$ cat config.mk
export PLATFORM = sky130hd
export DESIGN_NAME = fu_complete_arbiter
export DESIGN_NICKNAME = d
export VERILOG_FILES = /design/src/rtl/fu_complete_arbiter_pkg.sv /design/src/rtl/fu_complete_arbiter_rr_select_n.sv /design/src/rtl/fu_complete_arbiter.sv
export SDC_FILE = /design/constraint.sdc
export NUM_CORES = 1
export LEC_CHECK = 0
export BUFFER_PORTS_ARGS = -buffer_cell sky130_fd_sc_hd__clkbuf_2
export CAP_MARGIN = 10
export CORE_UTILIZATION = 51
export DETAILED_ROUTE_END_ITERATION = 7
export GPL_TIMING_DRIVEN = 0
export PLACE_DENSITY = 0.79
export SYNTH_ARGS = -nofsm -noshare
export SYNTH_HDL_FRONTEND = slang
export SYNTH_HIERARCHICAL = 1
export SYNTH_SLANG_ARGS = --single-unit
$ cat constraint.sdc
create_clock -name clock -period 5.2 [get_ports clock]
set_input_delay 0.78 -clock clock [delete_from_list [all_inputs] [get_ports clock]]
set_output_delay 0.78 -clock clock [all_outputs]
set_load 0.05 [all_outputs]
$ cat src/rtl/fu_complete_arbiter_pkg.sv
// Shared completion-path types and default sizing for the FU -> CDB arbiter.
`ifndef NUM_FU
`define NUM_FU 5
`endif
`ifndef CDB_WIDTH
`define CDB_WIDTH 2
`endif

package fu_complete_arbiter_pkg;

  localparam int DEF_NUM_FU    = `NUM_FU;
  localparam int DEF_CDB_WIDTH = `CDB_WIDTH;
  localparam int TAG_W         = 6;
  localparam int DATA_W        = 32;

  // Result packet as produced by a functional unit and broadcast on the CDB.
  typedef struct packed {
    logic              valid;
    logic [TAG_W-1:0]  tag;
    logic [DATA_W-1:0] value;
  } FU_COMPLETE_PACKET;

endpackage

$ cat src/rtl/fu_complete_arbiter_rr_select_n.sv
// Combinational round-robin picker: scans req starting at ptr (wrapping at N-1),
// grants the first K requesters and reports per-slot one-hot selects.
module rr_select_n #(
  parameter int N = 5,
  parameter int K = 2
) (
  input  logic [N-1:0]                  i_req,
  input  logic [((N>1)?$clog2(N):1)-1:0] i_ptr,
  output logic [N-1:0]                  o_grant,
  output logic [N-1:0]                  o_sel [K],
  output logic [((N>1)?$clog2(N):1)-1:0] o_last,
  output logic                          o_any
);

  localparam int PW = (N > 1) ? $clog2(N) : 1;
  localparam int SW = PW + 1;

  logic [SW-1:0] w_sum;
  logic [PW-1:0] w_rot;
  int            w_cnt;

  // Walk the requesters in rotated order; wrap compares against N, not 2**PW.
  always_comb begin
    o_grant = '0;
    for (int k = 0; k < K; k++) o_sel[k] = '0;
    o_last = '0;
    w_sum  = '0;
    w_rot  = '0;
    w_cnt  = 0;
    for (int j = 0; j < N; j++) begin
      w_sum = SW'(i_ptr) + SW'(j);
      if (w_sum >= SW'(N)) w_sum = w_sum - SW'(N);
      w_rot = w_sum[PW-1:0];
      if (i_req[w_rot] && (w_cnt < K)) begin
        o_grant[w_rot] = 1'b1;
        for (int k = 0; k < K; k++) begin
          if (w_cnt == k) o_sel[k][w_rot] = 1'b1;
        end
        o_last = w_rot;
        w_cnt  = w_cnt + 1;
      end
    end
  end

  assign o_any = |i_req;

endmodule

$ cat src/rtl/fu_complete_arbiter.sv
// Completion arbiter: grants up to CDB_WIDTH FUs per cycle round-robin, stalls
// the losers one cycle later, and registers the winners' packets onto the CDB.
module fu_complete_arbiter
  import fu_complete_arbiter_pkg::*;
#(
  parameter int NUM_FU    = DEF_NUM_FU,
  parameter int CDB_WIDTH = DEF_CDB_WIDTH
) (
  input  logic              clock,
  input  logic              reset,
  input  logic              i_squash,
  input  logic [NUM_FU-1:0] i_want_to_complete,
  input  FU_COMPLETE_PACKET i_fu_packet_in [NUM_FU],
  output logic [NUM_FU-1:0] o_complete_stall,
  output FU_COMPLETE_PACKET o_cdb_packet_out [CDB_WIDTH]
);

  localparam int PW = (NUM_FU > 1) ? $clog2(NUM_FU) : 1;

  logic [NUM_FU-1:0] w_grant;
  logic [NUM_FU-1:0] w_sel [CDB_WIDTH];
  logic [PW-1:0]     w_last;
  logic              w_any;
  logic [PW-1:0]     w_rr_next;

  logic [NUM_FU-1:0] r_grant_q;
  logic [NUM_FU-1:0] r_stall_q;
  logic [PW-1:0]     r_rr_ptr;
  logic [NUM_FU-1:0] r_slot_sel [CDB_WIDTH];
  FU_COMPLETE_PACKET r_cdb [CDB_WIDTH];
  FU_COMPLETE_PACKET w_slot_pkt [CDB_WIDTH];

  rr_select_n #(.N(NUM_FU), .K(CDB_WIDTH)) u_rr_select (
    .i_req   (i_want_to_complete),
    .i_ptr   (r_rr_ptr),
    .o_grant (w_grant),
    .o_sel   (w_sel),
    .o_last  (w_last),
    .o_any   (w_any)
  );

  assign w_rr_next = (w_last == PW'(NUM_FU - 1)) ? '0 : w_last + 1'b1;

  // Register this cycle's grants; a squash drops whatever is being requested now.
  always_ff @(posedge clock) begin
    if (reset || i_squash) r_grant_q <= '0;
    else                   r_grant_q <= w_grant;
  end

  // Losers are told to hold next cycle, aligned with the FU result-hold timing.
  always_ff @(posedge clock) begin
    if (reset || i_squash) r_stall_q <= '0;
    else                   r_stall_q <= i_want_to_complete & ~w_grant;
  end

  // Pointer moves past the last winner; squash leaves it where it was.
  always_ff @(posedge clock) begin
    if (reset)                        r_rr_ptr <= '0;
    else if (!i_squash && w_any)      r_rr_ptr <= w_rr_next;
  end

  // Remember which FU feeds each CDB slot for the select cycle.
  always_ff @(posedge clock) begin
    if (reset || i_squash) begin
      for (int k = 0; k < CDB_WIDTH; k++) r_slot_sel[k] <= '0;
    end else begin
      for (int k = 0; k < CDB_WIDTH; k++) r_slot_sel[k] <= w_sel[k];
    end
  end

  // Select the granted packets; an invalid packet from a winner leaves an empty slot.
  always_comb begin
    for (int k = 0; k < CDB_WIDTH; k++) begin
      w_slot_pkt[k] = '0;
      for (int i = 0; i < NUM_FU; i++) begin
        if (r_slot_sel[k][i] && r_grant_q[i] && i_fu_packet_in[i].valid)
          w_slot_pkt[k] = i_fu_packet_in[i];
      end
    end
  end

  // CDB output register; each result is presented for exactly one cycle.
  always_ff @(posedge clock) begin
    if (reset || i_squash) begin
      for (int k = 0; k < CDB_WIDTH; k++) r_cdb[k] <= '0;
    end else begin
      for (int k = 0; k < CDB_WIDTH; k++) r_cdb[k] <= w_slot_pkt[k];
    end
  end

  assign o_complete_stall = r_stall_q;
  assign o_cdb_packet_out = r_cdb;

endmodule

# == Word-level counts from Yosys, hierarchy flattened ==
# Memories as Yosys holds them, arrays and structs flattened.
# Index checks and enable logic that the tools add are counted.
# totals
regBits,91
ramBits,10
input_bits,203
output_inout_bits,83
elab_cells,165
memories,1
# memory_table
memory,depth,word_bits,rd,rd_ports_with_merged_regs,wr,line_no,source
r_slot_sel,2,5,2,0,2,fu_complete_arbiter.sv:29,logic [NUM_FU-1:0] r_slot_sel [CDB_WIDTH];
# classes
n_addsub,13
order_cmp,19
eq_ne,5
mux,67
bitwise,14
n_reduce_logical,37
# op_table
op,count
2-to-1 mux 39 bit,10
logical NOT 32 bit,4
"== test 32 x 2 -> 1 bit, second input constant",3
"< comparator 32 x 3 -> 1 bit, second input constant",3
2-to-1 mux 32 bit,3
2-to-1 mux 5 bit,15
"adder 32 x 2 -> 32 bit, second input constant",2
bitwise OR 5 bit,10
2-to-1 mux 10 bit,4
2-to-1 mux 3 bit,11
logical AND 1 bit,30
"< comparator 3 x 4 -> 1 bit, second input constant",5
"greater-or-equal comparator 4 x 3 -> 1 bit, second input constant",4
binary-select mux 1 bit (select 3 bit),5
demux 1 bit (select 3 bit),5
"greater-or-equal comparator 3 x 1 -> 1 bit, second input constant",5
"subtractor 3 bit, second input constant",5
2-to-1 mux 1 bit,14
"adder 3 x 2 -> 4 bit, second input constant",2
bitwise AND 5 bit,1
NOT 5 bit,1
OR reduction 5 bit,1
"adder 3 x 1 -> 4 bit, second input constant",1
"adder 3 x 3 -> 4 bit, second input constant",1
9 further kinds,10

# == Depth between registers and ports, before layout ==
# depth
ltp_word,20
depth_mapped,25
ltp_nobuf,22

# == Cells and area by module ==
# Netlist, hierarchy kept.
# modules_own_cells
mod,instances,cells_per_inst,area_each_um2,seq_area_each_um2
fu_complete_arbiter,1,769,5652.9,2021.9
rr_select_n,1,304,2108.3,0.0

# == Least setup slack after synthesis ==
# No wires, ideal clock.
# synth_path
kind,register to register
start,reg r_rr_ptr[1]
end,reg r_rr_ptr[2]
arrival_time_ps,4685
required_time_ps,5114
slack_ps,430
stages_incl_launch_ff,25
path_buffers,2
synth_period_minus_slack_ps,4770
cell_sequence,dfxtp_1 > buf_4 > inv_2 > ha_1 > a21oi_1 > nor2_1 > o31a_1 > o31ai_4 > inv_2 > buf_2 > ha_1 > a211o_1 > o211ai_1 > and2_1 > inv_1 > ha_1 > nand2b_1 > a21o_1 > a21oi_2 > a2bb2oi_1 > inv_1 > ha_1 > nor2_1 > mux2i_1 > a211oi_1
# synth_via
elab_chain_len,19
elab_cells_between_ends,52
cone_classes,13 x add/sub; 9 x order compare; 1 x eq/ne; 25 x mux; 4 x reduce/logical
# synth_lines
element,line_no,source
"start, declared",fu_complete_arbiter.sv:28,logic [PW-1:0] r_rr_ptr;
"start signal, assigned",fu_complete_arbiter.sv:59,else if (!i_squash && w_any) r_rr_ptr <= w_rr_next;
subtractor 3 bit or greater-or-equal comparator 3 bit (tied branches),fu_complete_arbiter_rr_select_n.sv:32,if (w_sum >= SW'(N)) w_sum = w_sum - SW'(N);
2-to-1 mux 3 bit,fu_complete_arbiter_rr_select_n.sv:32,
binary-select mux 1 bit (select 3 bit),fu_complete_arbiter_rr_select_n.sv:34,if (i_req[w_rot] && (w_cnt < K)) begin
2-to-1 mux 1 bit (not written as such),fu_complete_arbiter_rr_select_n.sv:34,
2-to-1 mux 1 bit,fu_complete_arbiter_rr_select_n.sv:34,
< comparator 1 x 2 -> 1 bit,fu_complete_arbiter_rr_select_n.sv:34,
logical AND 1 bit,fu_complete_arbiter_rr_select_n.sv:34,
2-to-1 mux 32 bit,fu_complete_arbiter_rr_select_n.sv:34,
[... 4 more ...],-,
logical AND 1 bit,fu_complete_arbiter_rr_select_n.sv:34,
2-to-1 mux 32 bit,fu_complete_arbiter_rr_select_n.sv:34,
< comparator 32 x 3 -> 1 bit,fu_complete_arbiter_rr_select_n.sv:34,
logical AND 1 bit,fu_complete_arbiter_rr_select_n.sv:34,
2-to-1 mux 3 bit (*),fu_complete_arbiter_rr_select_n.sv:34,
named net w_last[1],fu_complete_arbiter.sv:22,logic [PW-1:0] w_last;
adder 3 x 1 -> 3 bit or == test 3 bit (tied branches),fu_complete_arbiter.sv:42,assign w_rr_next = (w_last == PW'(NUM_FU - 1)) ? '0 : w_last + 1'b1;
2-to-1 mux 3 bit (*),fu_complete_arbiter.sv:42,
# The timed path passes the listed nets; every way through them passes the cells marked *. The select of a mux whose other input is x is not followed.
# A chain may end at the register's enable or synchronous reset.

# == Worst setup path after layout ==
# Ends and elaborated chain as after synthesis.

==> reports/summary.txt <==
Data required time at the worst endpoint = 5.48 ns
Share of Yosys cell area claimed by the top area cell type = 26.1%
Register clock-pin slew on the reported worst setup and hold paths = 0.07 ns
CTS hold repair buffers = 0
Synth warn = 6
Run status = finished, violations left
Number of violations of the max-capacitance limit = 0
Boundary pin count = 286
Maximum cell stage delay along the critical path = 0.39 ns
Final worst path period share = 94.3%
Worst Setup Slack post-DPL = -0.524 ns
Buffers from clock root to sink, at most = 2
Post-route setup TNS = 0 ns
Wire length per cell after detailed routing = 22.2 um
Proportion of synthesized flip-flops having asynchronous set or reset = 0%
Clock Skew = 0.0157 ns
Total iterations of the first detailed-routing run = 8
Slew Viols, Final = 0
Sinks on Clock Net = 101
Number of distinct library cells after synthesis = 77
H-tree lvl count = 3
Ratio of total power to cell area = 529 nW/um2
Routed vias = 10500
Final WS setup = 0.297 ns
Ratio of routed vias to standard cells = 6.70
RSZ-0062 raised after global routing = no
Area of the die = 15700 um2
Vias in the first global route = 9584
Most numerous cell on the critical path = sky130_fd_sc_hd__ha_1
Clock tree from TritonCTS = done
Cell family with the largest share of critical-path delay = compound AO/OA/AOI/OAI gates
Max_slew headroom = 50.4%
Static Leakage = 0.00394 uW
Clock tree root driver cell = sky130_fd_sc_hd__clkbuf_16
Synth Register Bits = 101
Worst hold path class = reg2reg
Overall routed net length = 34800 um
Worst-skew pair later-pin latency = 0.37 ns
Row count = 44
Worst Path Buf+Inv = 6
Antenna-violating nets left = 0
Crit end category = flip-flop
Nets = 1594
Sequential area share after synthesis = 26.1%
GRT Resource Usage Total = 42.7%
Hpwl dp = 26100 um
Hold_ws = 0.610 ns
Launching element type of the critical path = flip-flop
Category of the most critical setup path = reg2reg
Antenna diode instance count = 0
Synth cell count leaders = 168 x sky130_fd_sc_hd__nand2_1, 162 x sky130_fd_sc_hd__o21ai_0, 101 x sky130_fd_sc_hd__dfxtp_1
Chip width = 125 um
Avg Inst Size Synth = 7.23 um2
Final setup fails = 0
Residual overflow from global routing = 0
Final hold violation count = 0
Share of cells above drive strength 1 = 33.6%
Slowest-stage cell, CP = sky130_fd_sc_hd__dfxtp_4
Die Ht = 125 um
Largest net degree at the start of global routing = 19
Transition time at the pin with the least slew margin = 0.738 ns
Iteration-0 DRC Markers = 1603
Mapped Cells = 1073
Fin util = 67.4%
Port Buf Inserts = 285
Crit-path max FO = 10
Netlist Area Pre-Place = 7760 um2
Violated checks = design-rule violations
Post-layout min period = 4.90 ns
Floorplan Core Area = 14700 um2
Main synth FF type = sky130_fd_sc_hd__dfxtp_1
Max rail drop VDD = 0.000529 V
DRC viols = 27
F_max = 204 MHz
Placer's final routability congestion estimate = 0.978
Total nets after synthesis = 1291
Leading cell type by number of instances after synthesis = sky130_fd_sc_hd__nand2_1
Number of enable flip-flop cells after synthesis = 0
Global-route wire length before repair = 52800 um
Crit path cell chain = buf_8 -> inv_2 -> ha_1 -> a21oi_2 -> and3_1 -> o31a_1 -> o31ai_4 -> inv_2 -> buf_4 -> ha_2 -> a211o_1 -> o211ai_1 -> and2_4 -> inv_1 -> ha_1 -> nand2b_4 -> a21o_1 -> a21oi_2 -> a2bb2oi_2 -> inv_1 -> ha_1 -> nor2_1 -> mux2i_1 -> a211oi_1
Effective utilization at floorplan = 52.8%
Number of clock buffers inserted by TritonCTS = 9
Layout Area Growth over Synthesis = 27.7%
Arrival time of data at the critical path endpoint = 5.18 ns
Initial antenna violation count = 0
Top area cells in the synthesized netlist = sky130_fd_sc_hd__dfxtp_1 26%, sky130_fd_sc_hd__o21ai_0 10%, sky130_fd_sc_hd__nand2_1 8.1%
Largest area contributor in the netlist = sky130_fd_sc_hd__dfxtp_1
sequential cells by signal, indices dropped and copies added (netlist names):
register          count
o_cdb_packet_out     78
r_rr_ptr              3
r_grant_q             5
r_slot_sel           10
o_complete_stall      5
cell usage in the layout, fill, tap and decap left out, types with 7 or more instances in the layout:
cell / n
sky130_fd_sc_hd__o21ai_1: 7
sky130_fd_sc_hd__a211o_1: 9
sky130_fd_sc_hd__clkbuf_16: 9
sky130_fd_sc_hd__mux2i_1: 9
sky130_fd_sc_hd__o211ai_1: 11
sky130_fd_sc_hd__and3_1: 9
sky130_fd_sc_hd__ha_1: 12
sky130_fd_sc_hd__o21ai_0: 161
sky130_fd_sc_hd__clkbuf_2: 286
sky130_fd_sc_hd__nor2_1: 26
sky130_fd_sc_hd__a31o_1: 26
sky130_fd_sc_hd__clkbuf_1: 43
sky130_fd_sc_hd__a31oi_1: 81
sky130_fd_sc_hd__a21o_1: 8
sky130_fd_sc_hd__a211oi_1: 9
sky130_fd_sc_hd__a31o_2: 51
sky130_fd_sc_hd__inv_1: 13
sky130_fd_sc_hd__buf_6: 7
sky130_fd_sc_hd__and2_1: 21
sky130_fd_sc_hd__nand2_1: 168
sky130_fd_sc_hd__buf_4: 21
sky130_fd_sc_hd__a21oi_1: 23
sky130_fd_sc_hd__buf_2: 34
sky130_fd_sc_hd__nor3_1: 13
sky130_fd_sc_hd__dfxtp_1: 98
sky130_fd_sc_hd__nand3_1: 100
final timing paths:
path	startpoint	end	slack [ns]	depth (start not counted)
setup reg to reg	r_rr_ptr[1]	r_rr_ptr[2]	0.30	24
hold reg to reg	r_rr_ptr[1]	r_rr_ptr[1]	0.61	2
setup / recovery	r_rr_ptr[1]	r_rr_ptr[2]	0.30	24
hold / removal	r_rr_ptr[1]	r_rr_ptr[1]	0.61	2
tightest hold or removal path: stages, from the launching register on:
cell and delay, ns:
sky130_fd_sc_hd__dfxtp_4 0.39, sky130_fd_sc_hd__mux2i_1 0.13, sky130_fd_sc_hd__nor2_1 0.06
through the flow:
stage / instance area, um2 / std cells / total power, uW
2_1_floorplan: 7760 / 1073 / 3240
3_3_place_gp: 9420 / 1542 / 4010
3_5_place_dp: 9420 / 1542 / 4010
4_1_cts: 9800 / 1560 / 4880
5_1_grt: 9910 / 1565 / 5540
6_report: 9910 / 1565 / 5240
power by group:
group	internal (uW)	leakage, uW	switching (uW)
logic	1360	0.00296	2200
registers	841	0.000817	50.9
clock network	444	0.000166	345
total	2640	0.00394	2600
metal layers:
metal | share of wire (%) | track usage (%)
met2 | 44 | 68.3
met1 | 38 | 53.6
met5 | 0 | 0
met4 | 5.8 | 24.5
met3 | 12 | 8.64
logic make-up (layout without fill, tap and decap cells):
| logic type | after synthesis | in the layout | synth area share [%] |
|---|---|---|---|
| DFF | 101 | 101 | 26.1 |
| adders and majority gates | 15 | 15 | 2.51 |
| AOI/OAI and AO/OA | 444 | 444 | 38.5 |
| xor gates and xnor gates | 3 | 3 | 0.339 |
| muxes | 11 | 11 | 1.43 |
| and+or+nand+nor | 379 | 379 | 23.0 |
| buffers and inverters | 120 | 428 | 8.08 |
cell type report:
class	instances	area, um2
Buffer	101	558
Fill cell	1323	4790
Clock inverter	6	103
Clock buffer	10	239
Tap cell	184	230
Inverter	18	75.1
Multi-Input combinational cell	852	5190
Sequential cell	101	2030
Timing Repair Buffer	293	1490
repair_timing:
action,in CTS,in global routing
cloned,0,0
pin swaps,1,8
setup buffers,2,6
gates resized for setup,10,18
hold endpoints to repair,0,0
setup endpoints to repair,19,3
No activity file was read; power rests on OpenSTA's default activity.
